File: src/rtl/updown_sweep_ctrl.sv
// Sequencer for a free-running 3-bit up/down counter: drives its reset and
// direction so q ping-pongs 0 -> hi, bounces between lo and hi, then returns to 0.
module updown_sweep_ctrl #(
    parameter int W  = 3,
    parameter int PW = 4
) (
    input  logic          clk,
    input  logic          rst,
    input  logic          start,
    input  logic          stop,
    input  logic [W-1:0]  lo,
    input  logic [W-1:0]  hi,
    input  logic [PW-1:0] num_peaks,
    input  logic [W-1:0]  q,
    output logic          cnt_rst,
    output logic          updown,
    output logic          busy,
    output logic          done,
    output logic          err,
    output logic [PW-1:0] peak_cnt
);

    typedef enum logic [1:0] {IDLE, RUN, RET} state_t;

    state_t        state_q;
    logic          dir_q;
    logic [W-1:0]  lo_q, hi_q;
    logic [PW-1:0] np_q, peak_cnt_q;
    logic          done_q, err_q;
    logic [PW-1:0] peak_inc_d;

    assign peak_inc_d = peak_cnt_q + 1'b1;

    // Holding the counter in reset at q==0 during RET keeps it from wrapping to 7.
    assign cnt_rst = rst | (state_q == IDLE) | stop | ((state_q == RET) && (q == '0));

    always_comb begin
        updown = 1'b1;
        case (state_q)
            RUN: begin
                if (q >= hi_q)      updown = 1'b0;
                else if (q <= lo_q) updown = 1'b1;
                else                updown = dir_q;
            end
            RET:     updown = 1'b0;
            default: updown = 1'b1;
        endcase
    end

    always_ff @(posedge clk) begin
        if (rst) begin
            state_q    <= IDLE;
            dir_q      <= 1'b1;
            lo_q       <= '0;
            hi_q       <= '0;
            np_q       <= '0;
            peak_cnt_q <= '0;
            done_q     <= 1'b0;
            err_q      <= 1'b0;
        end else begin
            done_q <= 1'b0;
            err_q  <= 1'b0;
            if (stop) begin
                state_q <= IDLE;
            end else begin
                case (state_q)
                    IDLE: begin
                        if (start) begin
                            if ((lo < hi) && (num_peaks != '0)) begin
                                lo_q       <= lo;
                                hi_q       <= hi;
                                np_q       <= num_peaks;
                                peak_cnt_q <= '0;
                                dir_q      <= 1'b1;
                                state_q    <= RUN;
                            end else begin
                                err_q <= 1'b1;
                            end
                        end
                    end
                    RUN: begin
                        dir_q <= updown;
                        if (q == hi_q) begin
                            peak_cnt_q <= peak_inc_d;
                            if (peak_inc_d == np_q) state_q <= RET;
                        end
                    end
                    RET: begin
                        if (q == '0) begin
                            done_q  <= 1'b1;
                            state_q <= IDLE;
                        end
                    end
                    default: state_q <= IDLE;
                endcase
            end
        end
    end

    assign busy     = (state_q != IDLE);
    assign done     = done_q;
    assign err      = err_q;
    assign peak_cnt = peak_cnt_q;

endmodule

File: config.mk
export PLATFORM = sky130hd
export DESIGN_NAME = updown_sweep_ctrl
export DESIGN_NICKNAME = d
export VERILOG_FILES = /design/src/rtl/updown_sweep_ctrl.sv
export SDC_FILE = /design/constraint.sdc
export NUM_CORES = 1
export LEC_CHECK = 0
export ABC_AREA = 0
export ABC_CLOCK_PERIOD_IN_PS = 1500
export CAP_MARGIN = 20
export CORE_AREA = 10 10 61 63
export DETAILED_ROUTE_END_ITERATION = 16
export DIE_AREA = 0 0 71 73
export GPL_TIMING_DRIVEN = 0
export PLACE_DENSITY_LB_ADDON = 0.1
export SYNTH_ARGS = -nofsm -noshare
export SYNTH_HDL_FRONTEND = slang
export SYNTH_SLANG_ARGS = --single-unit
File: constraint.sdc
create_clock -name clk -period 1.5 [get_ports clk]
set_input_delay 0.3 -clock clk [delete_from_list [all_inputs] [get_ports clk]]
set_output_delay 0.3 -clock clk [all_outputs]
set_load 0.005 [all_outputs]
Word-level counts from Yosys, hierarchy flattened
Cells that the tools add are included.
Widths: inputs -> output; s select.
- input bits: 17
- logic and storage cells: 60
- bits in registers: 19
- output and inout port bits: 9
- multiplexer cells: 18
- reductions and logical operators: 14
- $add $sub $neg: 1
- equality and inequality tests: 9
- bitwise gates (word level): 7
- $lt $le $gt $ge: 3
- operators by type and width (operator ; number):
    $mux 4 ; 3
    $mux 2 ; 5
    $reduce_and 5->1 ; 2
    $pmux 4 s2 ; 1
    $reduce_and 4->1 ; 2
    $mux 1 ; 6
    $ne 2x2->1 const B ; 3
    $pmux 2 s3 ; 1
    $add 4x1->4 const B ; 1
    $eq 4x4->1 ; 1
    $ne 2x1->1 const B ; 2
    $not 1->1 ; 4
    $pmux 1 s2 ; 2
    $reduce_bool 2->1 ; 2
    $reduce_bool 4->1 ; 1
    $reduce_or 4->1 ; 1
    $eq 3x3->1 ; 1
    $ge 3x3->1 ; 1
    $le 3x3->1 ; 1
    $logic_not 3->1 ; 1
    $lt 3x3->1 ; 1
    $or 1x1->1 ; 3
    $reduce_or 3->1 ; 1
    $eq 2x1->1 const B ; 1
    other kinds (4) ; 5

Longest topological paths before layout
- depth in word-level cells: 5
- mapped depth: 8
- mapped depth without buffers: 7

Worst setup path after synthesis
Ideal clock, no wire load.
- path type: input port to flip-flop
- from: input port hi[1]
- to: register hi_q[0]
- slack: -44 ps
- arrival: 1416 ps
- data required time: 1372 ps
- buffers on the path: 1
- cell stages on the path: 8
- cell sequence: inv_1 -> ha_1 -> or3b_1 -> o211ai_2 -> nand4_1 -> buf_6 -> mux2i_1 -> nor2_1
- cells in the longest elaborated chain, start to end: 3
- ends and longest elaborated chain (element ; RTL line ; source):
    from (decl) ; 12 ; input logic [W-1:0] hi,
    $lt 3x3->1 ; 69 ; if ((lo < hi) && (num_peaks != '0)) begin
    $logic_and 1x1->1 ; 69 ;
    $reduce_and 4->1 (no source line) ; - ;
    to (signal assigned) ; 71 ; hi_q <= hi;
    to (decl) ; 27 ; logic [W-1:0] lo_q, hi_q;
No other way between the ends.
A chain may end at the register's enable or synchronous reset.

Final worst setup path
- from: register lo_q[1]
- to: output port updown
- cells in the longest elaborated chain, start to end: 4
- ends and longest elaborated chain (element ; RTL line ; source):
    from (decl) ; 27 ;
    from (signal assigned) ; 70 ; lo_q <= lo;
    $le 3x3->1 ; 42 ; else if (q <= lo_q) updown = 1'b1;
    $mux 1 ; 42 ;
    $mux 1 ; 41 ; if (q >= hi_q) updown = 1'b0;
    $pmux 1 s2 ; 39 ; case (state_q)
    to (decl) ; 16 ; output logic updown,
No other way between the ends.

==> results.md <==
* Area after DPL at 1390 sq um
* Root Driver: clkbuf_4
* Post-synth EDFFs at 0
* Switching part of the total at 28.3%
* Largest stage delay, worst path at 0.35 ns
* Initial core utilization at 41.4%
* Layout cells sized above 1 at 37.3%
* Final min period at 1.90 ns
* Worst path slowest cell: dfxtp_2
* Synth Warn # at 0
* Relative slew slack at 69.3%
* Commonest non-fill, non-tap cell in the layout: nor2_1
* Most repeated library cell on the critical path: o21ai_1
* Cells after Synth at 125
* Rows at 19
* Most frequent cells in the layout: nor2_1 (18), buf_4 (11), dlygate4sd2_1 (10)
* Clock Path Buffers at 2
* Seq/Total Area, Yosys at 35.1%
* Combinational share of power at 26.1%
* Largest net degree at the start of global routing at 11
* Vias/cell at 5.18
* Final period util at 126%
* Pwr Total at 1.08 mW
* Final Core Density at 64.5%
* Nets at 193
* Initial antenna violation count at 0
* IO buf count at 24
* Clock sink total at 19
* DP HPWL at 2.00 mm
* Stages on the worst setup path at 8
* CTS tree: built
* GRT Total Usage at 11.0%
* Worst path arrival time at 1.60 ns
* Post-Syn Nets at 151
* VDD IR max at 0.000461 V
* Die Ht at 73 microns
* Status: finished with violations
* Crit path cell chain: inv_2 > ha_4 > nor2b_4 > o21a_1 > o21ai_1 > nand3_1 > o21ai_1 > buf_2
* DP Worst Slack at -1.07 ns
* 1st-pass router iterations at 4
* RSZ-0062 raised after global routing: yes
* Async SR Flop Fraction at 0%
* Routability cong. at 0.790
* Pint at 0.772 mW
* Max-Cap Viols at 0
* Net Switching at 0.305 mW
* Residual DRC at 0
* Slew Limit Fails at 0
* Setup slack, reg-to-reg at -0.15 ns
* Number of synthesized register bits at 19
* Buffers plus inverters on the worst setup path at 2
* FMAX at 527 MHz
* Critical Path Start: lo_q[1]
* Failing checks: negative setup slack
* Worst Setup Path Type: reg2out
* Synth Area per Inst at 8.67 sq um
* Iter 0 DRT Violations at 25
* Worst-path fanout max at 2
* Seq pwr share at 48.9%
* Crit path capture type: output port
* Chip width at 71 microns
* WL per Instance at 14.8 microns
* Number of I/O pins at 26
* Vias in the first global route at 1,059
* Vias at 1,020
* Post-synth cell types at 32
* Worst reg2reg path endpoint: peak_cnt[1]
* Final wirelength at 2.92 mm
* Setup ws final at -0.397 ns
* CP Capture Point: updown
* Worst r2r src: hi_q[1]
* First-pass GRT wire length at 4.80 mm
* Overflow after GRT at 0
* Lkg Pwr at 0.771 nW
* Total CTS buffers at 3
* # diodes at 0
* Final Hold Viols at 0
* Final Cell Area at 1690 sq um
* Clock skew at 0.00521 ns
* Routed Antenna Nets at 0
* Post-synthesis cell area at 1080 sq um
* Die Footprint at 5180 sq um
* Worst Setup Start Kind: flop
* Placeable Area at 2620 sq um
* Worst-path clk slew at 0.11 ns
* Top Family by Delay on Critical Path: flip-flops
* Main synth FF type: dfxtp_1
* Critical Path RT at 1.20 ns
* Final hold slack at 0.236 ns
* Tightest Pin Transition at 0.461 ns
* Area grow syn2layout at 55.8%
* Clock network fraction of design power at 25.0%
* Reg2reg path depth at 8
* Final setup viols at 7
* HP Class: in2reg
* Hold buffer count at cts at 0
* Pwr dens at 639 nW/um^2
* Htree depth at 1
* Clock latency on the worst-skew pair at 0.30 ns
==> cell type report <==
cell class	instances	area, sq um
multi-input cells	94	812
fillers	236	927
repair buffers	38	349
flip-flops and latches	19	400
plain buffers	3	18.8
clock buffers	4	26.3
inverters	8	42.5
well taps	31	38.8
==> synth_stat cells (2+ instances only) <==
| cell type | number | area (sq um) |
|---|---|---|
| nor2b_1 | 4 | 25.0 |
| xor2_1 | 2 | 17.5 |
| inv_1 | 8 | 30.0 |
| nand3_1 | 3 | 15.0 |
| dfxtp_1 | 19 | 380 |
| o21ai_0 | 5 | 25.0 |
| clkbuf_1 | 2 | 7.51 |
| a31oi_1 | 3 | 18.8 |
| ha_1 | 9 | 113 |
| nor3_1 | 5 | 25.0 |
| and3_1 | 3 | 18.8 |
| a21oi_1 | 3 | 15.0 |
| mux2i_1 | 10 | 100 |
| nand2_1 | 5 | 18.8 |
| o31ai_1 | 2 | 15.0 |
| nor2_1 | 21 | 78.8 |
| buf_6 | 2 | 22.5 |
| xnor2_1 | 4 | 35.0 |
| nand4_1 | 2 | 12.5 |
==> routing by layer <==
metal  global-route usage [%]  vias up  share of wire (%)  routed length (microns)
met5                        0        -                  0                        0
met4                     4.52        0                1.8                       52
met3                     2.45        6                4.4                      128
met2                     18.1       26                 48                     1410
met1                     13.5      467                 46                     1330
li1                         -      521                  -                        -
==> sequential cells by signal (all words and copies together), names as in the netlist <==
name / count
dir_q: 1
done: 1
err: 1
hi_q: 3
lo_q: 3
np_q: 4
peak_cnt: 4
state_q: 2
==> worst reg2reg max path: stages, from the launching register on <==
cell	delay (ns)
dfxtp_2	0.36
inv_2	0.05
ha_4	0.25
and3_4	0.18
buf_6	0.10
and2_4	0.15
a31oi_4	0.05
o31ai_1	0.30
a21oi_1	0.10
==> stage by stage <==
| step | std cells | TNS [ns] |
|---|---|---|
| after CTS | 192 | -0.658 |
| after global placement | 180 | -14.76 |
| after global routing | 197 | -1.70 |
| after floorplan | 125 | -0.0650 |
| after detailed placement | 180 | -14.86 |
| final | 197 | -0.793 |
==> how the worst min path moves through the flow <==
stage                 start          to  cells after the start
global placement    lo_q[1]     lo_q[1]                      2
finish                lo[1]     lo_q[1]                      3
global route          lo[1]     lo_q[1]                      3
CTS                   hi[1]     hi_q[1]                      3
detailed placement  lo_q[1]     lo_q[1]                      2
floorplan              stop  state_q[1]                      1
==> kinds of logic (layout without fill, tap and decap cells) <==
kind of cell | Yosys count | in the layout | share of synthesized area (%)
buf+inv | 12 | 53 | 5.54
xor+xnor | 6 | 6 | 4.85
fa+ha+maj | 9 | 9 | 10.4
mux | 10 | 10 | 9.24
simple gates | 50 | 50 | 23.4
flops | 19 | 19 | 35.1
compound gates | 19 | 19 | 11.4
==> power by group through the flow <==
| stage | sequential, mW | combinational [mW] | clock (mW) |
|---|---|---|---|
| after global placement | 0.539 | 0.194 | 0 |
| after CTS | 0.526 | 0.249 | 0.275 |
| final | 0.527 | 0.281 | 0.269 |
| after detailed placement | 0.540 | 0.196 | 0 |
| after global routing | 0.529 | 0.308 | 0.302 |
| after floorplan | 0.537 | 0.113 | 0 |
==> what timing repair did <==
action	CTS	global route
pin swaps	15	12
setup endpoints to repair	25	21
setup buffers	7	6
cloned	1	0
resized for setup	72	19
(Power assumes the default switching activity.)
